--- config.mk ---
export PLATFORM = sky130hd
export DESIGN_NAME = seven_seg_scanner
export DESIGN_NICKNAME = d
export VERILOG_FILES = /design/src/rtl/seven_seg_scanner.sv
export SDC_FILE = /design/constraint.sdc
export NUM_CORES = 1
export LEC_CHECK = 0
export ABC_AREA = 1
export CAP_MARGIN = 20
export CORE_MARGIN = 2
export CORE_UTILIZATION = 53
export CTS_CLUSTER_SIZE = 25
export DETAILED_ROUTE_END_ITERATION = 16
export MAX_ROUTING_LAYER = met4
export PLACE_DENSITY_LB_ADDON = 0.1
export SETUP_SLACK_MARGIN = 0.3
export SYNTH_ARGS = -nofsm -noshare
export SYNTH_HDL_FRONTEND = slang
export SYNTH_SLANG_ARGS = --single-unit
--- constraint.sdc ---
create_clock -name i_clk -period 3.4 [get_ports i_clk]
set_input_delay 0.68 -clock i_clk [delete_from_list [all_inputs] [get_ports i_clk]]
set_output_delay 0.68 -clock i_clk [all_outputs]
set_load 0.01 [all_outputs]
--- src/rtl/seven_seg_scanner.sv ---
// Four-digit common-anode scan driver with per-slot dead time and frame-synchronous value updates.
// Define SEVEN_SEG_BLANK_EN to enable leading-zero blanking of digits 3..1.
module seven_seg_scanner #(
    parameter int REFRESH_DIV = 50000,
    parameter int DEAD_CYCLES = 16
) (
    input  logic        i_clk,
    input  logic        i_rst,
    input  logic [15:0] i_data,
    input  logic        i_load,
    output logic [15:0] o_digit_data,
    output logic [3:0]  o_an,
    output logic        o_pending,
    output logic        o_frame
);
    localparam int            CW      = (REFRESH_DIV > 1) ? $clog2(REFRESH_DIV) : 1;
    localparam logic [CW-1:0] CNT_MAX = CW'(REFRESH_DIV - 1);
    localparam logic [CW-1:0] DEAD    = CW'(DEAD_CYCLES);

    logic [CW-1:0] r_cnt;
    logic [1:0]    r_idx;
    logic [15:0]   r_disp;
    logic [15:0]   r_pend;
    logic          r_pend_v;
    logic [15:0]   r_digit;
    logic [3:0]    r_an;
    logic          r_frame;

    logic          w_slot_end;
    logic          w_wrap;
    logic [3:0]    w_nib;
    logic [3:0]    w_blank;

    assign w_slot_end = (r_cnt == CNT_MAX);
    assign w_wrap     = w_slot_end && (r_idx == 2'd3);
    assign w_nib      = r_disp[{r_idx, 2'b00} +: 4];

    // A digit blanks when it and every more-significant nibble are zero; digit 0 always shows.
    assign w_blank[0] = 1'b0;
    for (genvar k = 1; k < 4; k++) begin : g_blank
`ifdef SEVEN_SEG_BLANK_EN
        assign w_blank[k] = ~|r_disp[15:4*k];
`else
        assign w_blank[k] = 1'b0;
`endif
    end

    always_ff @(posedge i_clk or posedge i_rst) begin
        if (i_rst) begin
            r_cnt    <= '0;
            r_idx    <= 2'd0;
            r_disp   <= 16'h0000;
            r_pend   <= 16'h0000;
            r_pend_v <= 1'b0;
            r_digit  <= 16'h0000;
            r_an     <= 4'b1111;
            r_frame  <= 1'b0;
        end else begin
            if (w_slot_end) begin
                r_cnt <= '0;
                r_idx <= r_idx + 2'd1;
            end else begin
                r_cnt <= r_cnt + 1'b1;
            end

            // Outputs follow the pre-edge position so they change only on clock edges.
            r_an    <= (r_cnt < DEAD) ? 4'b1111 : ~(4'b0001 << r_idx);
            r_digit <= w_blank[r_idx] ? 16'h0010 : {12'h000, w_nib};
            r_frame <= w_wrap;

            if (w_wrap) begin
                if (i_load)
                    r_disp <= i_data;
                else if (r_pend_v)
                    r_disp <= r_pend;
                r_pend_v <= 1'b0;
            end else if (i_load) begin
                r_pend   <= i_data;
                r_pend_v <= 1'b1;
            end
        end
    end

    assign o_digit_data = r_digit;
    assign o_an         = r_an;
    assign o_pending    = r_pend_v;
    assign o_frame      = r_frame;
endmodule

==> run_results.csv, run 1 <==
group,metric,value,unit
status,outcome,"completed",
critical_path,crit_required,2.72,ns
timing,finalClockSkew,0.009981,ns
layout,final_cell_mix,"107 x nand2_1, 56 x dfrtp_1, 38 x inv_1, 37 x nor2_1, 28 x clkdlybuf4s50_1",
global_route,grt_pass1_wl,10410,um
placed_design,dpl.hpwl,4121,um
critical_path,critPathBufInv,1,
synth,synth_ff_type,"dfrtp_1",
critical_path,start_kind,"flop",
clocking,clk_pin_slew,0.07,ns
drt,wl_met3,234,um
timing,grt_setup_unrepaired,"false",
floorplanning,rows,27,
power_and_ir_drop,leakagePower,1.875,nW
synth,synth_edf_count,0,
layout,design_area,0.003548,sq mm
drt,drc,0,
clocking,cts_root_buffer,"clkbuf_8",
clocking,clockBufferDepth,2,
worst_hold_path,holdPathStages,2,
drt,via_per_inst,4.959,
layout,final_common_cell,"nand2_1",
timing,setup_viol,0,
worst_hold_path,min_from,"r_pend[11]$_DFFE_PP0P_",
drt,wl_met2,2764,um
timing,fmax,489.7,MHz
critical_path,cp_max_fo,1,
timing,finalCritPeriodShare,0.6006,
synth,ys_types,32,
critical_path,critical_path_class,"reg2out",
worst_hold_path,hold_path.class,"reg2reg",
drt,route.layer.met1.wl,2940,um
timing,tightest_slew,0.7937,ns
critical_path,crit_chain,"clkdlybuf4s50_1",
synth,seq_area_frac_synth,0.4843,
floorplanning,initial_core_util,0.5580,
floorplanning,die_y,80.61,um
clocking,cts_max_level,3,
clocking,numCtsBuffers,9,
global_route,grt_start_max_net_pins,61,
critical_path,max_stage_delay,0.52,ns
clocking,holdBufCountCts,0,
critical_path,critPathSlowestCell,"clkdlybuf4s50_1",
critical_path,r2r_cells,7,
drt,ant_nets,0,
synth,yosysWarnings,0,
placed_design,place_area,0.003379,sq mm
drt,routed.top_layer,"met4",
placed_design,post-place-ws,1.329,ns
global_route,grt_usage,0.2172,
timing,fin_tns_setup,0,ns
job,cap_violations,0,
timing,fin_crit,2.042,ns
floorplanning,coreArea,0.005574,sq mm
clocking,cts_resized,0,
critical_path,r2r_end,"r_disp[10]$_DFFE_PP0P_",
placed_design,port-buffer-count,28,
clocking,postCtsSetupBuffers,0,
power_and_ir_drop,p_seq_frac,0.530,
floorplanning,die_width,80.61,um
timing,drv_slew,0,
floorplanning,die-area,0.006498,sq mm
drt,wl_per_cell,12.34,um
placed_design,place.gp.congestion,0.8674,
clocking,worstSkewPairLatency,0.34,ns
power_and_ir_drop,ir_worst_vdd,257.5,uV
critical_path,end_kind,"output port",
synth,ys_async_sr_fraction,1.000,
timing,fin_ws,1.358,ns
synth,synthesis.instances,386,
layout,drive_above_1_share,0.1055,
drt,drt_iter0_markers,158,
clocking,clock-sinks,60,
worst_hold_path,worstHoldEndpoint,"r_pend[11]$_DFFE_PP0P_",
drt,wl,6032,um
layout,antenna_cells,0,
synth,syn-cell-area,0.003110,sq mm
timing,hold_viol,0,
power_and_ir_drop,p_sw,0.0003312,W
drt,num_vias,2425,
layout,final_cell_count_no_fill,489,
power_and_ir_drop,sw_frac_of_total,0.2368,
drt,first_pass_iters,5,
critical_path,r2r_slack,1.43,ns
global_route,grt_antenna_before_repair,0,
layout,area_delta_synth_final,14.08,%
critical_path,r2r-start,"r_cnt[0]$_DFF_PP0_",
global_route,grt.overflow.total,0,
power_and_ir_drop,power_density,394.1,mW/mm^2
power_and_ir_drop,pwr-share-clk,0.403,
synth,ys_ff_latch,60,
critical_path,critical_path.top_delay_family,"buffers and inverters",
power_and_ir_drop,intPower,0.001067,W
power_and_ir_drop,power_frac_comb,0.067,
critical_path,critical_path_arrival,1.36,ns
placed_design,place_inst,474,
clocking,cts_tree,"yes",
synth,syn_avg_cell_area,8.058,sq um
global_route,grt_pass1_vias,2300,
floorplanning,io_pins,41,
layout,fin_nets,437,
timing,slew_headroom,0.4703,
-- sequential cells by signal, indices dropped and copies added, names as in the netlist --
register	cells
r_cnt	16
r_pend	16
o_digit_data	4
o_an	4
r_idx	2
o_frame	1
o_pending	1
r_disp	16
-- per-stage QoR --
step / power [W] / util / hold WS (ns)
finish: 0.001399 / 0.6366 / 0.4725
global placement: 0.0008467 / 0.6063 / 0.4475
detailed placement: 0.0008487 / 0.6063 / 0.4594
CTS: 0.001412 / 0.6366 / 0.4751
global route: 0.001469 / 0.6366 / 0.4880
floorplan: 0.0008235 / - / 0.4322
-- routing by layer --
metal,vias up,global-route usage
met5,-,-
met4,0,0.07627
met3,8,0.06067
met2,46,0.3342
met1,1120,0.2772
li1,1251,-
-- synthesized netlist by cell type, types with 2 or more instances --
cell | count | area [sq um]
clkbuf_1 | 4 | 15.01
buf_2 | 8 | 40.04
ha_1 | 5 | 62.56
nor3_1 | 2 | 10.01
a21oi_1 | 3 | 15.01
dfrtp_1 | 56 | 1401
nand4_1 | 18 | 112.6
xor2_1 | 6 | 52.55
nor2_2 | 2 | 12.51
inv_1 | 39 | 146.4
nand2_1 | 107 | 401.6
nand3_1 | 23 | 115.1
nor2_1 | 37 | 138.9
nand2_2 | 12 | 75.07
buf_4 | 12 | 90.09
inv_2 | 3 | 11.26
buf_1 | 2 | 7.510
dfstp_2 | 4 | 105.1
o22ai_1 | 4 | 25.02
o21ai_0 | 27 | 135.1
-- power groups by stage --
stage / registers [W] / logic, W / clock network, W
after global placement: 0.000753 / 0.0000932 / 0
after global routing: 0.000743 / 0.000109 / 0.000618
final: 0.000741 / 0.0000933 / 0.000564
after CTS: 0.000741 / 0.0000949 / 0.000575
after floorplan: 0.000752 / 0.0000712 / 0
after detailed placement: 0.000754 / 0.0000947 / 0
-- logic make-up after synthesis --
logic type / synth area share
and+or+nand+nor: 0.3109
buffers and inverters: 0.1074
DFF: 0.4843
AOI/OAI and AO/OA: 0.05631
xor gates and xnor gates: 0.01971
adders and majority gates: 0.02011
other: 0.001206
-- area by class of cell --
cell class              instances  area, sq um
clock buffers                  13        158.9
multi-input cells             267         1311
fillers                       488         2026
well taps                      72        90.09
clock inverters                 2        10.01
repair buffers                 32        310.3
flip-flops and latches         60         1506
inverters                      43        161.4
-- worst max-delay path by stage --
stage,from,endpoint,slack [ns],cells past startpoint
after detailed placement,i_load,r_pend[13]$_DFFE_PP0P_,1.33,5
after global routing,r_cnt[0]$_DFF_PP0_,r_disp[13]$_DFFE_PP0P_,1.20,7
after floorplan,i_rst,o_digit_data[0]$_DFF_PP0_,1.24,1
after CTS,o_an[1]$_DFF_PP1_,o_an[1],1.34,1
after global placement,i_load,r_pend[11]$_DFFE_PP0P_,1.36,5
final,o_an[3]$_DFF_PP1_,o_an[3],1.36,1
(Power assumes the default switching activity.)
==> inputs of run 2 (changes only) <==
==> constraint.sdc (replaced) <==
create_clock -name i_clk -period 1.9 [get_ports i_clk]
set_input_delay 0.38 -clock i_clk [delete_from_list [all_inputs] [get_ports i_clk]]
set_output_delay 0.38 -clock i_clk [all_outputs]
set_load 0.01 [all_outputs]
==> run 2 against run 1 <==
Combinational power up 93%. Worst hold slack worse by 0.062 ns. Clock power up 130%. Clock skew up 0.0028 ns.
==> run_results.csv, run 2 (same netlist as run 1, synthesis figures left out) <==
group,metric,value,unit
status,outcome,"completed",
layout,design_area,0.003785,sq mm
power_and_ir_drop,leakagePower,1.995,nW
critical_path,end_kind,"output port",
power_and_ir_drop,ir_worst_vdd,542.8,uV
drt,wl_per_cell,13.42,um
timing,hold_viol,0,
critical_path,crit_path_end,"o_digit_data[3]",
global_route,grt_pass1_vias,2361,
timing,hold_ws,0.4103,ns
worst_hold_path,hold_path.class,"in2async",
layout,fin_nets,451,
floorplanning,die_width,80.61,um
critical_path,cp-startpoint,"o_digit_data[3]$_DFF_PP0_",
floorplanning,initial_core_util,0.5580,
floorplanning,io_pins,41,
layout,reg_top3,"r_cnt: 16 flops, r_disp: 16 flops, r_pend: 16 flops",
critical_path,r2r-start,"r_cnt[0]$_DFF_PP0_",
critical_path,critPathBufInv,1,
timing,setup_viol,0,
timing,fin_tns_setup,0,ns
clocking,clockBufferDepth,2,
clocking,cts_tree,"yes",
critical_path,start_kind,"flop",
drt,ant_nets,0,
clocking,numCtsBuffers,9,
power_and_ir_drop,power_density,735.7,mW/mm^2
global_route,grt_antenna_before_repair,0,
drt,wl,6762,um
critical_path,critical_path.top_delay_family,"buffers and inverters",
clocking,cts_root_buffer,"clkbuf_8",
critical_path,cp_max_fo,1,
job,cap_violations,0,
critical_path,r2r_end,"r_disp[6]$_DFFE_PP0P_",
layout,fillers,478,
power_and_ir_drop,power,0.002784,W
drt,num_vias,2571,
timing,fmax,639.9,MHz
floorplanning,rows,27,
timing,fin_crit,1.563,ns
clocking,worstSkewPairLatency,0.34,ns
critical_path,crit_chain,"clkdlybuf4s50_1",
drt,first_pass_iters,4,
timing,fin_ws,0.3372,ns
critical_path,r2r_cells,8,
placed_design,place.gp.congestion,0.8617,
layout,final_cell_mix,"105 x nand2_1, 55 x dfrtp_1, 38 x inv_1, 34 x nor2_1, 27 x o21ai_0",
global_route,grt_pass1_wl,10920,um
drt,drc,0,
critical_path,critical_path_arrival,1.18,ns
global_route,grt_start_max_net_pins,28,
critical_path,critPathSlowestCell,"clkdlybuf4s50_1",
layout,area_delta_synth_final,21.68,%
placed_design,post-place-ws,0.2454,ns
clocking,cts_max_level,3,
global_route,grt_usage,0.2260,
timing,finalClockSkew,0.01279,ns
placed_design,port-buffer-count,28,
clocking,clk_pin_slew,0.07,ns
floorplanning,coreArea,0.005574,sq mm
critical_path,critical_path_class,"reg2out",
drt,via_per_inst,5.101,
critical_path,cp.depth,1,
floorplanning,die_y,80.61,um
placed_design,dpl.hpwl,4558,um
global_route,grt.overflow.total,0,
layout,antenna_cells,0,
critical_path,crit_required,1.52,ns
timing,finalCritPeriodShare,0.8225,
layout,drive_above_1_share,0.1620,
critical_path,max_stage_delay,0.53,ns
placed_design,place_area,0.003453,sq mm
clocking,clock-sinks,60,
timing,grt_setup_unrepaired,"true",
floorplanning,die-area,0.006498,sq mm
drt,drt_iter0_markers,199,
critical_path,r2r_slack,0.34,ns
layout,final_common_cell,"nand2_1",
timing,drv_slew,0,
-- run 2: power by group --
| part | internal [W] | switching [W] | total [W] |
|---|---|---|---|
| Sequential | 0.00131 | 0.0000192 | 0.00133 |
| Clock | 0.000768 | 0.000509 | 0.00128 |
| Combinational | 0.0000760 | 0.000104 | 0.000180 |
| Total | 0.00215 | 0.000632 | 0.00278 |
-- run 2: how the worst min path moves through the flow --
stage / from / end / slack (ns) / cells past startpoint
CTS: i_rst / r_cnt[5]$_DFF_PP0_ / 0.42 / 2
floorplan: r_cnt[0]$_DFF_PP0_ / r_cnt[0]$_DFF_PP0_ / 0.43 / 1
finish: i_rst / r_cnt[5]$_DFF_PP0_ / 0.41 / 2
global route: i_rst / r_cnt[5]$_DFF_PP0_ / 0.46 / 2
global placement: r_cnt[0]$_DFF_PP0_ / r_cnt[0]$_DFF_PP0_ / 0.44 / 1
detailed placement: r_pend[15]$_DFFE_PP0P_ / r_pend[15]$_DFFE_PP0P_ / 0.46 / 2
-- run 2: through the flow --
| step | util | instances |
|---|---|---|
| floorplan | - | 397 |
| global placement | 0.6195 | 480 |
| detailed placement | 0.6195 | 480 |
| CTS | 0.6577 | 496 |
| global route | 0.6790 | 504 |
| finish | 0.6790 | 504 |
-- run 2: cell type report --
| class | count | area, sq um | area share |
|---|---|---|---|
| inverters | 43 | 168.9 | 0.04463 |
| repair buffers | 44 | 431.7 | 0.1140 |
| multi-input cells | 269 | 1370 | 0.3620 |
| clock buffers | 11 | 141.4 | 0.03736 |
| clock inverters | 5 | 75.07 | 0.01983 |
| flip-flops and latches | 60 | 1508 | 0.3983 |
| well taps | 72 | 90.09 | 0.02380 |
-- run 2: timing repair --
item,CTS,global route
hold buffers,0,0
endpoints found under the setup margin,16,43
gates resized for setup,6,16
cloned,0,3
setup buffers,0,5
pin swaps,1,3
-- run 2: layer usage --
metal,wire length [um],share of wire,GRT usage,up-vias
met1,3083,0.46,0.3012,1194
li1,-,-,-,1285
met4,128,0.019,0.1000,0
met2,3244,0.48,0.3442,80
met3,306,0.045,0.03371,12
met5,0,0,-,-
-- run 2: worst register-to-register path, stage by stage (launching register included) --
cell and delay (ns):
dfrtp_1 0.37, ha_2 0.22, nand2_1 0.09, nor2_2 0.16
nand3_1 0.14, nor2_4 0.17, buf_12 0.16, nand4_1 0.12
nand2_1 0.08
